<file path="src/rtl/alu_add_sequencer.sv">
// Sequencer for the ALU's shared 8-bit adder: ADD/SUB/CMP in one pass, MUL as an 8-step shift-and-add.
// Optional ADC/SBC carry chaining is enabled by defining ALU_SEQ_CARRY_CHAIN_EN.
module alu_add_sequencer #(
  parameter int unsigned DATA_W = 8
) (
  input  logic                clk,
  input  logic                rst_n,
  input  logic                req_valid,
  output logic                req_ready,
  input  logic [1:0]          req_op,
  input  logic [DATA_W-1:0]   req_a,
  input  logic [DATA_W-1:0]   req_b,
`ifdef ALU_SEQ_CARRY_CHAIN_EN
  input  logic                req_chain,
`endif
  output logic                resp_valid,
  input  logic                resp_ready,
  output logic [2*DATA_W-1:0] resp_result,
  output logic [3:0]          resp_flags,
  output logic [DATA_W-1:0]   add_x,
  output logic [DATA_W-1:0]   add_y,
  output logic                add_cin,
  input  logic [DATA_W-1:0]   add_sum,
  input  logic                add_cout,
  input  logic                add_ovf
);
  localparam int unsigned RES_W = 2 * DATA_W;
  localparam int unsigned CNT_W = 3;

  localparam logic [1:0] OP_ADD = 2'b00;
  localparam logic [1:0] OP_SUB = 2'b01;
  localparam logic [1:0] OP_MUL = 2'b10;
  localparam logic [1:0] OP_CMP = 2'b11;

  typedef enum logic [1:0] {ST_IDLE, ST_EXEC, ST_MUL, ST_DONE} state_t;

  state_t             state;
  logic [1:0]         op_q;
  logic [DATA_W-1:0]  a_q;
  logic [DATA_W-1:0]  hi_q;
  logic [DATA_W-1:0]  lo_q;
  logic [CNT_W-1:0]   cnt_q;
`ifdef ALU_SEQ_CARRY_CHAIN_EN
  logic               cflag;
`endif

  // Adder operands for the first working cycle, registered at the accept edge
  logic [DATA_W-1:0]  start_y_c;
  logic               start_cin_c;

  always_comb begin
    start_y_c   = req_b;
    start_cin_c = 1'b0;
    unique case (req_op)
      OP_SUB, OP_CMP: begin
        start_y_c   = ~req_b;
        start_cin_c = 1'b1;
      end
      OP_MUL:  start_y_c = req_b[0] ? req_a : '0;
      default: ;
    endcase
`ifdef ALU_SEQ_CARRY_CHAIN_EN
    if (req_chain && (req_op == OP_ADD || req_op == OP_SUB))
      start_cin_c = cflag;
`endif
  end

  // One shift-and-add step: {hi,lo} <= {cout,sum,lo} >> 1
  logic [DATA_W-1:0]  hi_nxt_c;
  logic [DATA_W-1:0]  lo_nxt_c;

  assign hi_nxt_c = {add_cout, add_sum[DATA_W-1:1]};
  assign lo_nxt_c = {add_sum[0], lo_q[DATA_W-1:1]};

  always_ff @(posedge clk or negedge rst_n) begin
    if (!rst_n) begin
      state       <= ST_IDLE;
      req_ready   <= 1'b1;
      resp_valid  <= 1'b0;
      resp_result <= '0;
      resp_flags  <= '0;
      add_x       <= '0;
      add_y       <= '0;
      add_cin     <= 1'b0;
      op_q        <= '0;
      a_q         <= '0;
      hi_q        <= '0;
      lo_q        <= '0;
      cnt_q       <= '0;
`ifdef ALU_SEQ_CARRY_CHAIN_EN
      cflag       <= 1'b0;
`endif
    end else begin
      unique case (state)
        ST_IDLE: begin
          if (req_valid) begin
            op_q      <= req_op;
            a_q       <= req_a;
            hi_q      <= '0;
            lo_q      <= req_b;
            cnt_q     <= '0;
            req_ready <= 1'b0;
            add_x     <= (req_op == OP_MUL) ? '0 : req_a;
            add_y     <= start_y_c;
            add_cin   <= start_cin_c;
            state     <= (req_op == OP_MUL) ? ST_MUL : ST_EXEC;
          end
        end
        ST_EXEC: begin
          resp_result <= (op_q == OP_CMP) ? '0 : RES_W'(add_sum);
          resp_flags  <= {add_cout, add_ovf, add_sum == '0, add_sum[DATA_W-1]};
`ifdef ALU_SEQ_CARRY_CHAIN_EN
          if (op_q != OP_CMP)
            cflag <= add_cout;
`endif
          add_x      <= '0;
          add_y      <= '0;
          add_cin    <= 1'b0;
          resp_valid <= 1'b1;
          state      <= ST_DONE;
        end
        ST_MUL: begin
          hi_q  <= hi_nxt_c;
          lo_q  <= lo_nxt_c;
          cnt_q <= cnt_q + CNT_W'(1);
          if (cnt_q == CNT_W'(7)) begin
            resp_result <= {hi_nxt_c, lo_nxt_c};
            resp_flags  <= {hi_nxt_c != '0, 1'b0, {hi_nxt_c, lo_nxt_c} == '0, 1'b0};
            add_x       <= '0;
            add_y       <= '0;
            resp_valid  <= 1'b1;
            state       <= ST_DONE;
          end else begin
            add_x <= hi_nxt_c;
            add_y <= lo_nxt_c[0] ? a_q : '0;
          end
          add_cin <= 1'b0;
        end
        ST_DONE: begin
          if (resp_ready) begin
            resp_valid <= 1'b0;
            req_ready  <= 1'b1;
            state      <= ST_IDLE;
          end
        end
        default: state <= ST_IDLE;
      endcase
    end
  end

endmodule

</file>
<file path="config.mk">
export PLATFORM = sky130hd
export DESIGN_NAME = alu_add_sequencer
export DESIGN_NICKNAME = d
export VERILOG_FILES = /design/src/rtl/alu_add_sequencer.sv
export SDC_FILE = /design/constraint.sdc
export NUM_CORES = 1
export LEC_CHECK = 0
export ABC_AREA = 1
export CAP_MARGIN = 20
export CELL_PAD_IN_SITES_DETAIL_PLACEMENT = 1
export CELL_PAD_IN_SITES_GLOBAL_PLACEMENT = 1
export CORE_MARGIN = 2
export CORE_UTILIZATION = 35
export DETAILED_ROUTE_END_ITERATION = 7
export GPL_TIMING_DRIVEN = 0
export PLACE_DENSITY_LB_ADDON = 0.15
export SLEW_MARGIN = 25
export SYNTH_ARGS = -nofsm -noshare
export SYNTH_HDL_FRONTEND = slang
export SYNTH_SLANG_ARGS = --single-unit
</file>
<file path="constraint.sdc">
create_clock -name clk -period 5.6 [get_ports clk]
set_clock_uncertainty 0.15 [all_clocks]
set_input_delay 0.84 -clock clk [delete_from_list [all_inputs] [get_ports clk]]
set_output_delay 0.84 -clock clk [all_outputs]
set_load 0.02 [all_outputs]
</file>
# After elaboration in Yosys (flattened, before gate mapping)
# Cells that the tools add are included.
# totals
ff_bits,62
latch_bits,0
ramBits,0
mem_bits_ro,0
input_bits,32
out_inout_bits,39
wordCells,78
mem_count,0
# op_classes
n_addsub,1
mul,0
div,0
order_cmp,0
eq_ne,11
shifts,0
mux,33
bitwise_logic,1
n_reduce_logical,20
# op_table
operator,n
8-bit 2-to-1 mux,9
8-bit case mux with 3 select lines,2
16-bit case mux with 2 select lines,1
8-bit case mux with 2 select lines,2
16-bit logical NOT,1
16-bit 2-to-1 mux,1
2-bit == test (second input constant),5
2-bit AND reduction,5
3-bit AND reduction,3
8-bit logical NOT,1
2-bit 2-to-1 mux,4
8-bit inverter,1
2-bit case mux with 4 select lines,1
4-bit case mux with 2 select lines,1
2-bit nonzero test,4
8-bit nonzero test,1
1-bit 2-to-1 mux,6
2-bit inequality test (second input constant),3
3-bit case mux with 2 select lines,1
3-bit nonzero test,2
2-bit by 1-bit == test with 1-bit output (second input constant),2
4-bit 2-to-1 mux,1
1-bit case mux with 2 select lines,2
2-bit OR reduction,2
other kinds (5),5

# Longest topological paths before layout
# depth
depth_word,5
depth_mapped,11
mapped_depth_nobuf,9

# Worst setup path after synthesis
# OpenSTA, ideal clock, no wires.
# synth_timing
path_type,input to register
startpoint,input req_op[1]
endpoint,register state[1]
setup_time_ns,0.083
arrival_ns,1.627
t_required_ns,5.367
setup_slack_ns,3.740
cell_stages,7
n_path_buf,1
cell_sequence,buf_4 > inv_1 > nor2_1 > clkinv_1 > o21ai_0 > nand2_1 > o21ai_0
# synth_between
elab_chain_cells,4
# synth_lines
element,line,source
"start, declared",10,"input logic [1:0] req_op,"
2-bit == test,106,state <= (req_op == OP_MUL) ? ST_MUL : ST_EXEC;
2-bit 2-to-1 mux,106,
2-bit 2-to-1 mux,96,if (req_valid) begin
2-bit case mux with 4 select lines,94,unique case (state)
"end signal, assigned",106,
"end, declared",37,state_t state;
# Every way passes these cells. The select of a mux whose other input is x is not followed.
# A chain may end at the register's enable or synchronous reset.

# Worst setup path after layout
# layout_timing
startpoint,register req_ready
endpoint,output req_ready
# layout_lines
element,line,source
"start, declared",9,"output logic req_ready,"
"start signal, assigned",78,req_ready <= 1'b1;
"start signal, assigned",102,req_ready <= 1'b0;
"start signal, assigned",142,req_ready <= 1'b1;
# No word-level cell between the ends.

==> impl_metrics.env <==
export IMPL_grt_max_degree=36
export IMPL_tritoncts="built"
export IMPL_nets=493
export IMPL_area_growth_pct=33.5
export IMPL_core_area_um2=8260
export IMPL_slew_headroom_pct=46.9
export IMPL_cp_slowest_cell="clkdlybuf4s50_1"
export IMPL_num_io_pins=71
export IMPL_critical_path_class="flip-flop to output port"
export IMPL_syn_area_um2=3010
export IMPL_power_density_nw_per_um2=634
export IMPL_grt_pass1_wl_um=16500
export IMPL_synth_ff_latch_count=61
export IMPL_die_area_um2=9350
export IMPL_tightest_slew_ps=794
export IMPL_die_w_um=96.7
export IMPL_status="finished, final reports clean"
export IMPL_ant_nets=0
export IMPL_cellLeakagePower_uw=0.00178
export IMPL_hold_violations=0
export IMPL_synthMuxAreaShare_pct=0
export IMPL_clk_path_buf_depth=2
export IMPL_yosys_warnings=0
export IMPL_avgSynthCellArea_um2=8.00
export IMPL_wl_per_cell_um=17.8
export IMPL_period_needed_ps=2470
export IMPL_numClockSinks=61
export IMPL_synth_xor_area_share_pct=0
export IMPL_worstPathBufferInverterCount=1
export IMPL_cts_root_buffer="clkbuf_8"
export IMPL_first_pass_iters=4
export IMPL_vdd_ir_drop_max_uv=370
export IMPL_synth_cell_types=27
export IMPL_hold_buffers=0
export IMPL_regToRegSetupSlack_ps=3390
export IMPL_dp_hpwl_um=7470
export IMPL_r2r_start="cnt_q[0]"
export IMPL_rr_worst_depth=9
export IMPL_yosysSeqAreaShare_pct=50.8
export IMPL_synth_nets=413
export IMPL_path_cells="clkdlybuf4s50_1"
export IMPL_num_rows=33
export IMPL_vias_per_cell=5.21
export IMPL_slew_viol_final=0
export IMPL_end_kind="output port"
export IMPL_clkLatencyLatePin_ps=350
export IMPL_dp_cells=550
export IMPL_start_kind="flip-flop"
export IMPL_finalNonFillerCells=566
export IMPL_path_delay_family="buffers and inverters"
export IMPL_diodes=0
export IMPL_worstPathArrival_ps=1480
export IMPL_cts_setup_buffers=0
export IMPL_finalCritPeriodShare_pct=44.1
export IMPL_synth_top_family_by_area="simple AND/OR/NAND/NOR gates"
export IMPL_crit_fanout=2
export IMPL_setup_viol=0
export IMPL_grt_util_all_layers_pct=22.3
export IMPL_synthAdderAreaFrac_pct=2.08
export IMPL_initial_core_util_pct=36.4
export IMPL_drc=0
export IMPL_max_freq_ghz=0.405
export IMPL_num_vias=2950
export IMPL_chipHeight_um=96.7
export IMPL_worstPathRequired_ps=4610
export IMPL_reg2reg_to="add_y[3]"
export IMPL_cts_made_buffers=9
export IMPL_drt_total_wl_um=10100
export IMPL_grt_overflow_total=0
export IMPL_grt_pass1_vias=3156
export IMPL_tns_ps=0
export IMPL_post_cts_resize_count=0
export IMPL_slowest_delay_ps=600
export IMPL_path_clk_slew_ps=80
export IMPL_synth_compound_area_share_pct=11.7
export IMPL_globalplace_congestion=0.807
export IMPL_antenna_found_initial=0
export IMPL_layout_drive_gt1_share_pct=9.76
export IMPL_synthCells=376
export IMPL_maxCapViolCount=0
export IMPL_rsz0062_at_grt="false"
export IMPL_synth_simple_area_share_pct=29.6
export IMPL_drt_iter0_markers=84
export IMPL_hold_path_class="input pin to async pin"
export IMPL_port_buffers=68
export IMPL_ctsHtreeMaxLevel=3
area by class of cell:
cell class	count	area (µm²)
plain buffers	17	100
repair buffers	69	698
inverters	19	73.8
fillers	1020	4250
multi-input cells	279	1310
clock buffers	10	138
clock inverters	6	38.8
well taps	105	131
flip-flops and latches	61	1530
routing by layer:
metal / global-route usage (%) / vias to the layer above / routed length (µm)
met5: 0 / - / 0
met4: 8.13 / 0 / 193
met3: 4.70 / 15 / 468
met2: 36.9 / 84 / 4910
met1: 28.9 / 1442 / 4480
li1: - / 1409 / -
cells in the final DEF (no fill, tap or decap), types with 2 or more instances in the layout:
master,synthesis,layout
a31oi_1,22,22
nor3_1,2,2
ha_1,5,5
a21oi_1,15,15
or2_2,7,7
clkbuf_8,0,10
clkdlybuf4s50_1,0,67
dfrtp_1,60,60
buf_6,3,3
inv_2,2,2
nand2_1,99,99
clkinv_2,0,3
clkinv_1,3,3
inv_1,13,13
clkinvlp_4,0,2
o21ai_0,23,23
buf_4,1,2
nand4_1,7,7
clkbuf_1,4,4
buf_2,8,8
nand3_1,37,37
nor2_1,56,56
state kept, by name, indices dropped and copies added (netlist names):
register and count:
add_cin 1, state 2, a_q 8, resp_flags 4, lo_q 7, resp_result 16, req_ready 1, cnt_q 3
add_y 8, add_x 8, op_q 2, resp_valid 1
through the flow:
| stage | setup WS [ps] | hold WS (ps) | utilization [%] | power (µW) | instance area (µm²) |
|---|---|---|---|---|---|
| 5_1_grt | 3100 | 262 | 48.6 | 2750 | 4010 |
| 3_3_place_gp | 1410 | 309 | 46.2 | 2150 | 3820 |
| 6_report | 3130 | 249 | 48.6 | 2550 | 4010 |
| 3_5_place_dp | 2980 | 322 | 46.5 | 2200 | 3840 |
| 4_1_cts | 3120 | 253 | 48.6 | 2570 | 4010 |
| 2_1_floorplan | 3740 | 297 | - | 1640 | 3010 |
report_power, final:
part           internal, µW  switching, µW  total, µW
Combinational           545            867       1410
Clock                   171            190        360
Sequential              650            123        773
Total                  1370           1180       2550
cells in the mapped netlist:
library cell | count | area share, %
buf_6 | 3 | 1.1
nand2_1 | 99 | 12
a21oi_1 | 15 | 2.5
nor2_1 | 56 | 7.0
clkinv_1 | 3 | 0.37
inv_1 | 13 | 1.6
o21ai_0 | 23 | 3.8
inv_4 | 1 | 0.21
a31oi_1 | 22 | 4.6
dfstp_2 | 1 | 0.87
ha_1 | 5 | 2.1
buf_4 | 1 | 0.25
nand4_1 | 7 | 1.5
inv_2 | 2 | 0.25
nand2_2 | 1 | 0.21
o21ai_2 | 1 | 0.29
dfrtp_1 | 60 | 50
o211ai_1 | 1 | 0.25
nor2_4 | 1 | 0.37
o31ai_1 | 1 | 0.25
or2_4 | 1 | 0.29
nor3_1 | 2 | 0.33
buf_2 | 8 | 1.3
nand3_1 | 37 | 6.2
or2_2 | 7 | 1.5
clkbuf_1 | 4 | 0.50
buf_1 | 1 | 0.12
worst max-delay path by stage:
stage,startpoint,to,slack (ps),cells after the start
detailed placement,req_op[0],state[1],2980,6
floorplan,req_op[1],state[1],3740,7
finish,req_ready,req_ready,3130,1
CTS,req_ready,req_ready,3120,1
global route,req_ready,req_ready,3100,1
global placement,rst_n,add_y[2],1410,1
logic make-up after synthesis:
logic type / count (synthesis)
AOI/OAI and AO/OA: 63
adders and majority gates: 5
buffers and inverters: 36
DFF: 61
and+or+nand+nor: 211
No activity file was read; power rests on OpenSTA's default activity.
